**config.mk**
```make
export PLATFORM = sky130hd
export DESIGN_NAME = mul_hilo_ctrl
export DESIGN_NICKNAME = d
export VERILOG_FILES = /design/src/rtl/mul_hilo_pkg.sv /design/src/rtl/hilo_reg.sv /design/src/rtl/mul_hilo_ctrl.sv
export SDC_FILE = /design/constraint.sdc
export NUM_CORES = 1
export LEC_CHECK = 0
export CORE_MARGIN = 8
export CORE_UTILIZATION = 42
export CTS_BUF_LIST = sky130_fd_sc_hd__clkbuf_4 sky130_fd_sc_hd__clkbuf_8 sky130_fd_sc_hd__clkbuf_16
export CTS_CLUSTER_SIZE = 25
export DETAILED_ROUTE_END_ITERATION = 12
export GPL_TIMING_DRIVEN = 0
export HOLD_SLACK_MARGIN = 0.15
export PLACE_DENSITY = 0.85
export SETUP_SLACK_MARGIN = 0.05
export SYNTH_ARGS = -nofsm -noshare
export SYNTH_HDL_FRONTEND = slang
export SYNTH_SLANG_ARGS = --single-unit
export TNS_END_PERCENT = 100
```
**constraint.sdc**
```tcl
create_clock -name mul_clk -period 5.8 [get_ports mul_clk]
set_input_delay 0.87 -clock mul_clk [delete_from_list [all_inputs] [get_ports mul_clk]]
set_output_delay 0.87 -clock mul_clk [all_outputs]
set_load 0.005 [all_outputs]
```
**src/rtl/mul_hilo_pkg.sv**
```systemverilog
// Shared definitions for the HI/LO multiply controller: op codes, FSM states, accumulate modes.
// The optional accumulate ops are enabled by defining MUL_HILO_ACC_EN.
package mul_hilo_pkg;

    localparam logic [2:0] OP_MULT  = 3'd0;
    localparam logic [2:0] OP_MULTU = 3'd1;
    localparam logic [2:0] OP_MTHI  = 3'd2;
    localparam logic [2:0] OP_MTLO  = 3'd3;
    localparam logic [2:0] OP_MADD  = 3'd4;
    localparam logic [2:0] OP_MADDU = 3'd5;
    localparam logic [2:0] OP_MSUB  = 3'd6;
    localparam logic [2:0] OP_MSUBU = 3'd7;

    localparam int MUL_LAT_MAX = 8;

    typedef enum logic {
        ST_IDLE = 1'b0,
        ST_BUSY = 1'b1
    } state_t;

    typedef enum logic [1:0] {
        ACC_LOAD = 2'd0,
        ACC_ADD  = 2'd1,
        ACC_SUB  = 2'd2
    } acc_t;

    // Ops 4/5 accumulate, 6/7 subtract; everything else is a plain product load.
    function automatic acc_t acc_of(input logic [2:0] op);
        if (!op[2])
            return ACC_LOAD;
        return op[1] ? ACC_SUB : ACC_ADD;
    endfunction

endpackage

```
**src/rtl/hilo_reg.sv**
```systemverilog
// 64-bit HI/LO register pair with independent HI/LO writes and a product write port.
// With MUL_HILO_ACC_EN defined, the product write can add to or subtract from the current {hi,lo}.
module hilo_reg
    import mul_hilo_pkg::*;
(
    input  logic        clk,
    input  logic        rst,
    input  logic        wr_hi,
    input  logic        wr_lo,
    input  logic        wr_prod,
    input  acc_t        acc_mode,
    input  logic [31:0] din,
    input  logic [63:0] prod,
    output logic [31:0] hi,
    output logic [31:0] lo
);

    logic [63:0] prod_val;

`ifdef MUL_HILO_ACC_EN
    // Modulo-2^64 accumulate, evaluated in the commit cycle.
    always_comb begin
        prod_val = prod;
        case (acc_mode)
            ACC_ADD: prod_val = {hi, lo} + prod;
            ACC_SUB: prod_val = {hi, lo} - prod;
            default: prod_val = prod;
        endcase
    end
`else
    logic unused_acc;
    assign unused_acc = ^acc_mode;
    assign prod_val   = prod;
`endif

    always_ff @(posedge clk or posedge rst) begin
        if (rst) begin
            hi <= '0;
            lo <= '0;
        end else if (wr_prod) begin
            {hi, lo} <= prod_val;
        end else begin
            if (wr_hi)
                hi <= din;
            if (wr_lo)
                lo <= din;
        end
    end

endmodule

```
**src/rtl/mul_hilo_ctrl.sv**
```systemverilog
// Multiplier sequencer and HI/LO owner: registers operands, counts MUL_LAT cycles, commits the product.
// Defining MUL_HILO_ACC_EN turns ops 4-7 into multiply-accumulate/subtract; otherwise they are dropped.
module mul_hilo_ctrl
    import mul_hilo_pkg::*;
#(
    parameter  int MUL_LAT = 2,
    localparam int CNT_W   = $clog2(MUL_LAT + 1)
) (
    input  logic        mul_clk,
    input  logic        reset,
    input  logic        req_valid,
    output logic        req_ready,
    input  logic [2:0]  req_op,
    input  logic [31:0] req_x,
    input  logic [31:0] req_y,
    input  logic        flush,
    output logic [31:0] mul_x,
    output logic [31:0] mul_y,
    output logic        mul_signed,
    input  logic [63:0] mul_result,
    output logic [31:0] hi,
    output logic [31:0] lo,
    output logic        hilo_busy,
    output logic        done,
    output state_t      dbg_state
);

    state_t           state, next_state;
    logic [CNT_W-1:0] cnt, cnt_next;
    acc_t             pend_acc;
    logic             accept, is_mul, start, commit;

    // Handshake: an op transfers on an edge where req_valid & req_ready are both high and flush is
    // low; req_ready depends only on state (and reset), never on req_valid, and the EX stage holds
    // its request stable until that transfer edge.
    assign req_ready = (state == ST_IDLE) & ~reset;
    assign accept    = req_valid & req_ready & ~flush;
    assign hilo_busy = (state == ST_BUSY);
    assign dbg_state = state;

`ifdef MUL_HILO_ACC_EN
    assign is_mul = (req_op == OP_MULT) | (req_op == OP_MULTU) | req_op[2];
`else
    assign is_mul = (req_op == OP_MULT) | (req_op == OP_MULTU);
`endif
    assign start = accept & is_mul;

    always_comb begin
        next_state = state;
        cnt_next   = cnt;
        commit     = 1'b0;
        case (state)
            ST_IDLE: begin
                if (start) begin
                    next_state = ST_BUSY;
                    cnt_next   = CNT_W'(MUL_LAT);
                end
            end
            ST_BUSY: begin
                // A flush on the final count still cancels the write.
                if (flush) begin
                    next_state = ST_IDLE;
                    cnt_next   = '0;
                end else if (cnt == CNT_W'(1)) begin
                    next_state = ST_IDLE;
                    cnt_next   = '0;
                    commit     = 1'b1;
                end else begin
                    cnt_next = cnt - CNT_W'(1);
                end
            end
            default: begin
                next_state = ST_IDLE;
                cnt_next   = '0;
            end
        endcase
    end

    always_ff @(posedge mul_clk or posedge reset) begin
        if (reset) begin
            state      <= ST_IDLE;
            cnt        <= '0;
            done       <= 1'b0;
            mul_x      <= '0;
            mul_y      <= '0;
            mul_signed <= 1'b0;
            pend_acc   <= ACC_LOAD;
        end else begin
            state <= next_state;
            cnt   <= cnt_next;
            done  <= commit;
            if (start) begin
                mul_x      <= req_x;
                mul_y      <= req_y;
                mul_signed <= ~req_op[0];
                pend_acc   <= acc_of(req_op);
            end
        end
    end

    hilo_reg u_hilo (
        .clk      (mul_clk),
        .rst      (reset),
        .wr_hi    (accept & (req_op == OP_MTHI)),
        .wr_lo    (accept & (req_op == OP_MTLO)),
        .wr_prod  (commit),
        .acc_mode (pend_acc),
        .din      (req_x),
        .prod     (mul_result),
        .hi       (hi),
        .lo       (lo)
    );

endmodule

```
# Word-level counts from Yosys, hierarchy flattened
# Index checks and enable logic that the tools add are counted.
# Widths: inputs -> output; s select.
[word_totals]
output_inout_bits = 133
input_bits = 135
reg_bits = 133
[op_classes]
bitwise = 11
muxes = 15
n_eq_ne = 5
n_addsub = 1
n_reduce_logical = 3
[op_table]
columns = ["cell", "n"]
rows = [
  ["$mux 32", 4],
  ["$and 1x1->1", 6],
  ["$eq 3x2->1 const B", 2],
  ["$mux 1", 6],
  ["$mux 2", 3],
  ["$not 1->1", 4],
  ["$pmux 2 s2", 1],
  ["$reduce_bool 2->1", 2],
  ["$eq 3x1->1 const B", 1],
  ["$logic_not 3->1", 1],
  ["$eq 2x1->1 const B", 1],
  ["$ne 2x2->1 const B", 1],
  ["$pmux 1 s2", 1],
  ["$sub 2x1->2 const B", 1],
  ["$or 1x1->1", 1],
]

# Depth between registers and ports, before layout
[logic_depth]
word_depth = 7
mapped_depth = 8
ltp_nobuf = 6

# Hierarchy
# A second synthesis with hierarchy kept.
[hier_totals]
cells_unflattened = 445
area_unflattened_um2 = 6008.3
[by_module_without_submodules]
columns = ["module", "cells_each", "n_inst", "seq_area_each_um2", "area_each_um2"]
rows = [
  ["hilo_reg", 279, 1, 1601.5, 3019.1],
  ["mul_hilo_ctrl", 166, 1, 1776.7, 2989.1],
]

# Worst setup path before layout
# Ideal clock, no wire load.
[synth_path]
path_kind = "input to register"
start = "input port reset"
end = "register mul_y[10]"
t_arrival_ps = 2376
setup_slack_ps = 3299
stages = 6
t_required_ps = 5675
path_cell_list = "or3b_1 -> or4_1 -> buf_2 -> buf_6 -> buf_6 -> mux2_4"
[synth_between]
elab_chain_cells = 5
[synth_lines]
columns = ["item", "line", "source"]
rows = [
  ["start: declaration", "mul_hilo_ctrl.sv:10", "input logic reset,"],
  ["$not 1->1", "mul_hilo_ctrl.sv:36", "assign req_ready = (state == ST_IDLE) & ~reset;"],
  ["$and 1x1->1", "mul_hilo_ctrl.sv:36", ""],
  ["$and 1x1->1 (2 in a row)", "mul_hilo_ctrl.sv:37", "assign accept = req_valid & req_ready & ~flush;"],
  ["$and 1x1->1", "mul_hilo_ctrl.sv:46", "assign start = accept & is_mul;"],
  ["end signal: assignment", "mul_hilo_ctrl.sv:94", "mul_y <= req_y;"],
  ["end: declaration", "mul_hilo_ctrl.sv:18", "output logic [31:0] mul_y,"],
]
# No other way between the ends.
# A chain may end at the register's enable or synchronous reset.

# Worst setup path after layout
[layout_path]
start = "input port reset"
end = "output port req_ready"
[layout_between]
elab_chain_cells = 2
[layout_lines]
columns = ["item", "line", "source"]
rows = [
  ["$not 1->1", "mul_hilo_ctrl.sv:36", ""],
  ["$and 1x1->1", "mul_hilo_ctrl.sv:36", ""],
  ["end: declaration", "mul_hilo_ctrl.sv:12", "output logic req_ready,"],
]
# No other way between the ends.

==> results.toml <==
[power]
switchingPower_w = 0.000912
p_clk_share_pct = 31.3
pwr-share-comb_pct = 30.6
ir_drop_mv = 0.188
cellLeakagePower_nw = 3.90
switching_share_pct = 26.2
power.share.sequential_pct = 38.1
p_per_area_nw_per_um2 = 368
total_power_w = 0.00348
cellInternalPower_w = 0.00257

[clocking]
cts_buffers = 17
path_clk_slew_ns = 0.06
cts_tree = "yes"
clk_latency_ns = 0.43
ctsLongestPathBuffers = 2
htreeDepth = 4
cts_root_buf = "clkbuf_16"
numClockSinks = 133
post_cts_resized = 0
post-cts-setup-buffers = 0
hold_buffers = 0

[worst_setup_path]
end_kind = "output port"
r2r-end = "u_hilo.lo[3]$_DFFE_PP0P_"
critPathLaunchType = "input pin"
crit_path_frequent_cell = "clkdlybuf4s50_1"
crit_fanout = 4
worstSetupPathType = "input pin to output port"
r2r-start = "dbg_state$_DFF_PP0_"
crit_chain = "clkdlybuf4s50_1 > nor2_1 > clkdlybuf4s50_1"
reg2regPathDepth = 5
ff2ff_setup_slack_ns = 3.45
arrival_ns = 2.06
cpPeakStageDelay_ns = 0.53
critPathRequiredTime_ns = 4.93
slowest_stage = "clkdlybuf4s50_1"

[final_layout]
final_util_pct = 68.3
syn2layout_area_growth_pct = 59.1
final_common_cell = "clkdlybuf4s50_1"
diodes = 0
final_nets = 953
drive_gt1_share_pct = 13.3
layout_common_cells = "clkdlybuf4s50_1, dfrtp_1, o21ai_0, nor2_1"
fill_cells = 1078

[logic_synthesis]
synth.distinct_cells = 30
synthCells = 531
syn_nets = 667
yosys_register_bits = 133
syn_area_per_cell_sq_um = 11.2
yosys_warnings = 0
ys_seq_area_share_pct = 55.9
synthesis.area_sq_um = 5960

[global_route]
antenna_found_initial = 0
grtUsageTotal_pct = 24.2
overflow = 0
grt_max_degree = 75
grt_pass1_wl_um = 34000
grt_pass1_vias = 5870

[timing]
fin_worst_skew_ns = 0.00827
max_freq_ghz = 0.341
worst_pin_slew_ns = 0.818
max_slew_margin_pct = 45.3
min_period_ns = 2.93
finalSetupViolations = 0
finalCritPeriodShare_pct = 50.5
report.final.hold_viol_count = 0
drv_slew = 0
rsz0062_at_grt = "false"

[detailed_routing]
drc = 0
ant_nets = 0
drt-pass1-iter-count = 5
drt_iter0_drc = 493
viasPerCell = 5.64
routed-via-count = 5695
wl_um = 22200
wl_per_cell_um = 22.0

[floorplan]
start_util_pct = 42.9
dieArea_sq_um = 18300
core.rowCount = 43
dieHeight_um = 135
fp.coreArea_sq_um = 13900
num_io_pins = 268
die_x_um = 135

[placement]
dp_hpwl_um = 16700
gp_congestion = 0.838
portBuffers = 266

[flow_run]
drv_cap = 0

[min_path]
hold_start = "cnt[0]$_DFFE_PP0P_"
hold_class = "register to register"
min_to = "cnt[0]$_DFFE_PP0P_"
whs_path_depth = 1

[run_status]
status = "finished clean"
-- synth_stat cells, drive strengths merged --
library cell	number	area share (%)
o21ai	63	5.3
nand4bb	1	0.19
or4	1	0.13
nor4b	1	0.25
ha	1	0.21
nor2	63	4.0
nor2b	2	0.21
a221o	1	0.17
buf	10	1.2
and2	1	0.11
a41oi	62	9.1
o2bb2ai	1	0.15
inv	6	0.38
clkbuf	47	3.0
or3b	1	0.15
o221ai	1	0.15
a21oi	62	5.2
nand2b	1	0.11
nor3	2	0.17
o211ai	1	0.13
nand3b	2	0.25
nand2	1	0.063
or4b	1	0.17
dfrtp	133	56
or2	1	0.11
mux2	65	13
-- flip-flops by register name, indices dropped and copies added (netlist names) --
register,count
mul_x,32
dbg_state,1
mul_y,32
done,1
mul_signed,1
u_hilo.lo,32
cnt,2
u_hilo.hi,32
-- per-layer routing --
| layer | up-vias | global-route usage (%) | part of all wire (%) |
|---|---|---|---|
| met5 | - | 0 | 0 |
| li1 | 2543 | - | - |
| met2 | 302 | 39.6 | 49 |
| met4 | 0 | 8.82 | 2.2 |
| met3 | 41 | 7.65 | 9.0 |
| met1 | 2809 | 29.3 | 40 |
-- cell type report --
type	count	area (sq um)	area share, %
plain buffers	57	246	2.60
multi-input cells	335	2360	24.9
flip-flops and latches	133	3330	35.1
clock inverters	8	97.6	1.03
well taps	180	225	2.38
inverters	6	27.5	0.290
repair buffers	267	2690	28.4
clock buffers	23	502	5.29
-- cells by family (layout without fill, tap and decap cells) --
group           Yosys count  count (layout)  share of synthesized area [%]
buf+inv                  63             361                           4.51
compound gates          191             191                           20.2
mux                      65              65                           13.4
simple gates             78              78                           5.86
flops                   133             133                           55.9
fa+ha+maj                 1               1                          0.210
-- power by group through the flow --
stage	logic [W]	clock network [W]	registers (W)
2_1_floorplan	0.000296	0	0.00135
3_3_place_gp	0.00105	0	0.00132
3_5_place_dp	0.00108	0	0.00134
4_1_cts	0.00108	0.00110	0.00133
5_1_grt	0.00114	0.00114	0.00136
6_report	0.00107	0.00109	0.00133
-- per-stage QoR --
stage	area (sq um)	hold slack, ns	cells	setup slack (ns)	setup TNS [ns]
2_1_floorplan	5960	0.436	531	1.38	0
3_3_place_gp	8850	0.461	977	-0.691	-91.20
3_5_place_dp	8880	0.460	978	2.51	0
4_1_cts	9480	0.495	1009	2.86	0
5_1_grt	9480	0.506	1009	2.85	0
6_report	9480	0.493	1009	2.87	0
-- how the worst max path moves through the flow --
stage,start,end,slack (ns),cells after the start
6_report,reset,req_ready,2.87,3
5_1_grt,reset,req_ready,2.85,3
3_3_place_gp,reset,mul_y[23]$_DFFE_PP0P_,-0.69,2
3_5_place_dp,reset,mul_y[11]$_DFFE_PP0P_,2.51,7
4_1_cts,reset,req_ready,2.86,3
2_1_floorplan,reset,cnt[0]$_DFFE_PP0P_,1.38,1
-- worst max-delay path: cells and delay by family --
family | cells | cell delay [ns]
and+or+nand+nor | 1 | 0.14
buffers and inverters | 2 | 1.05
No activity file was read; power rests on OpenSTA's default activity.
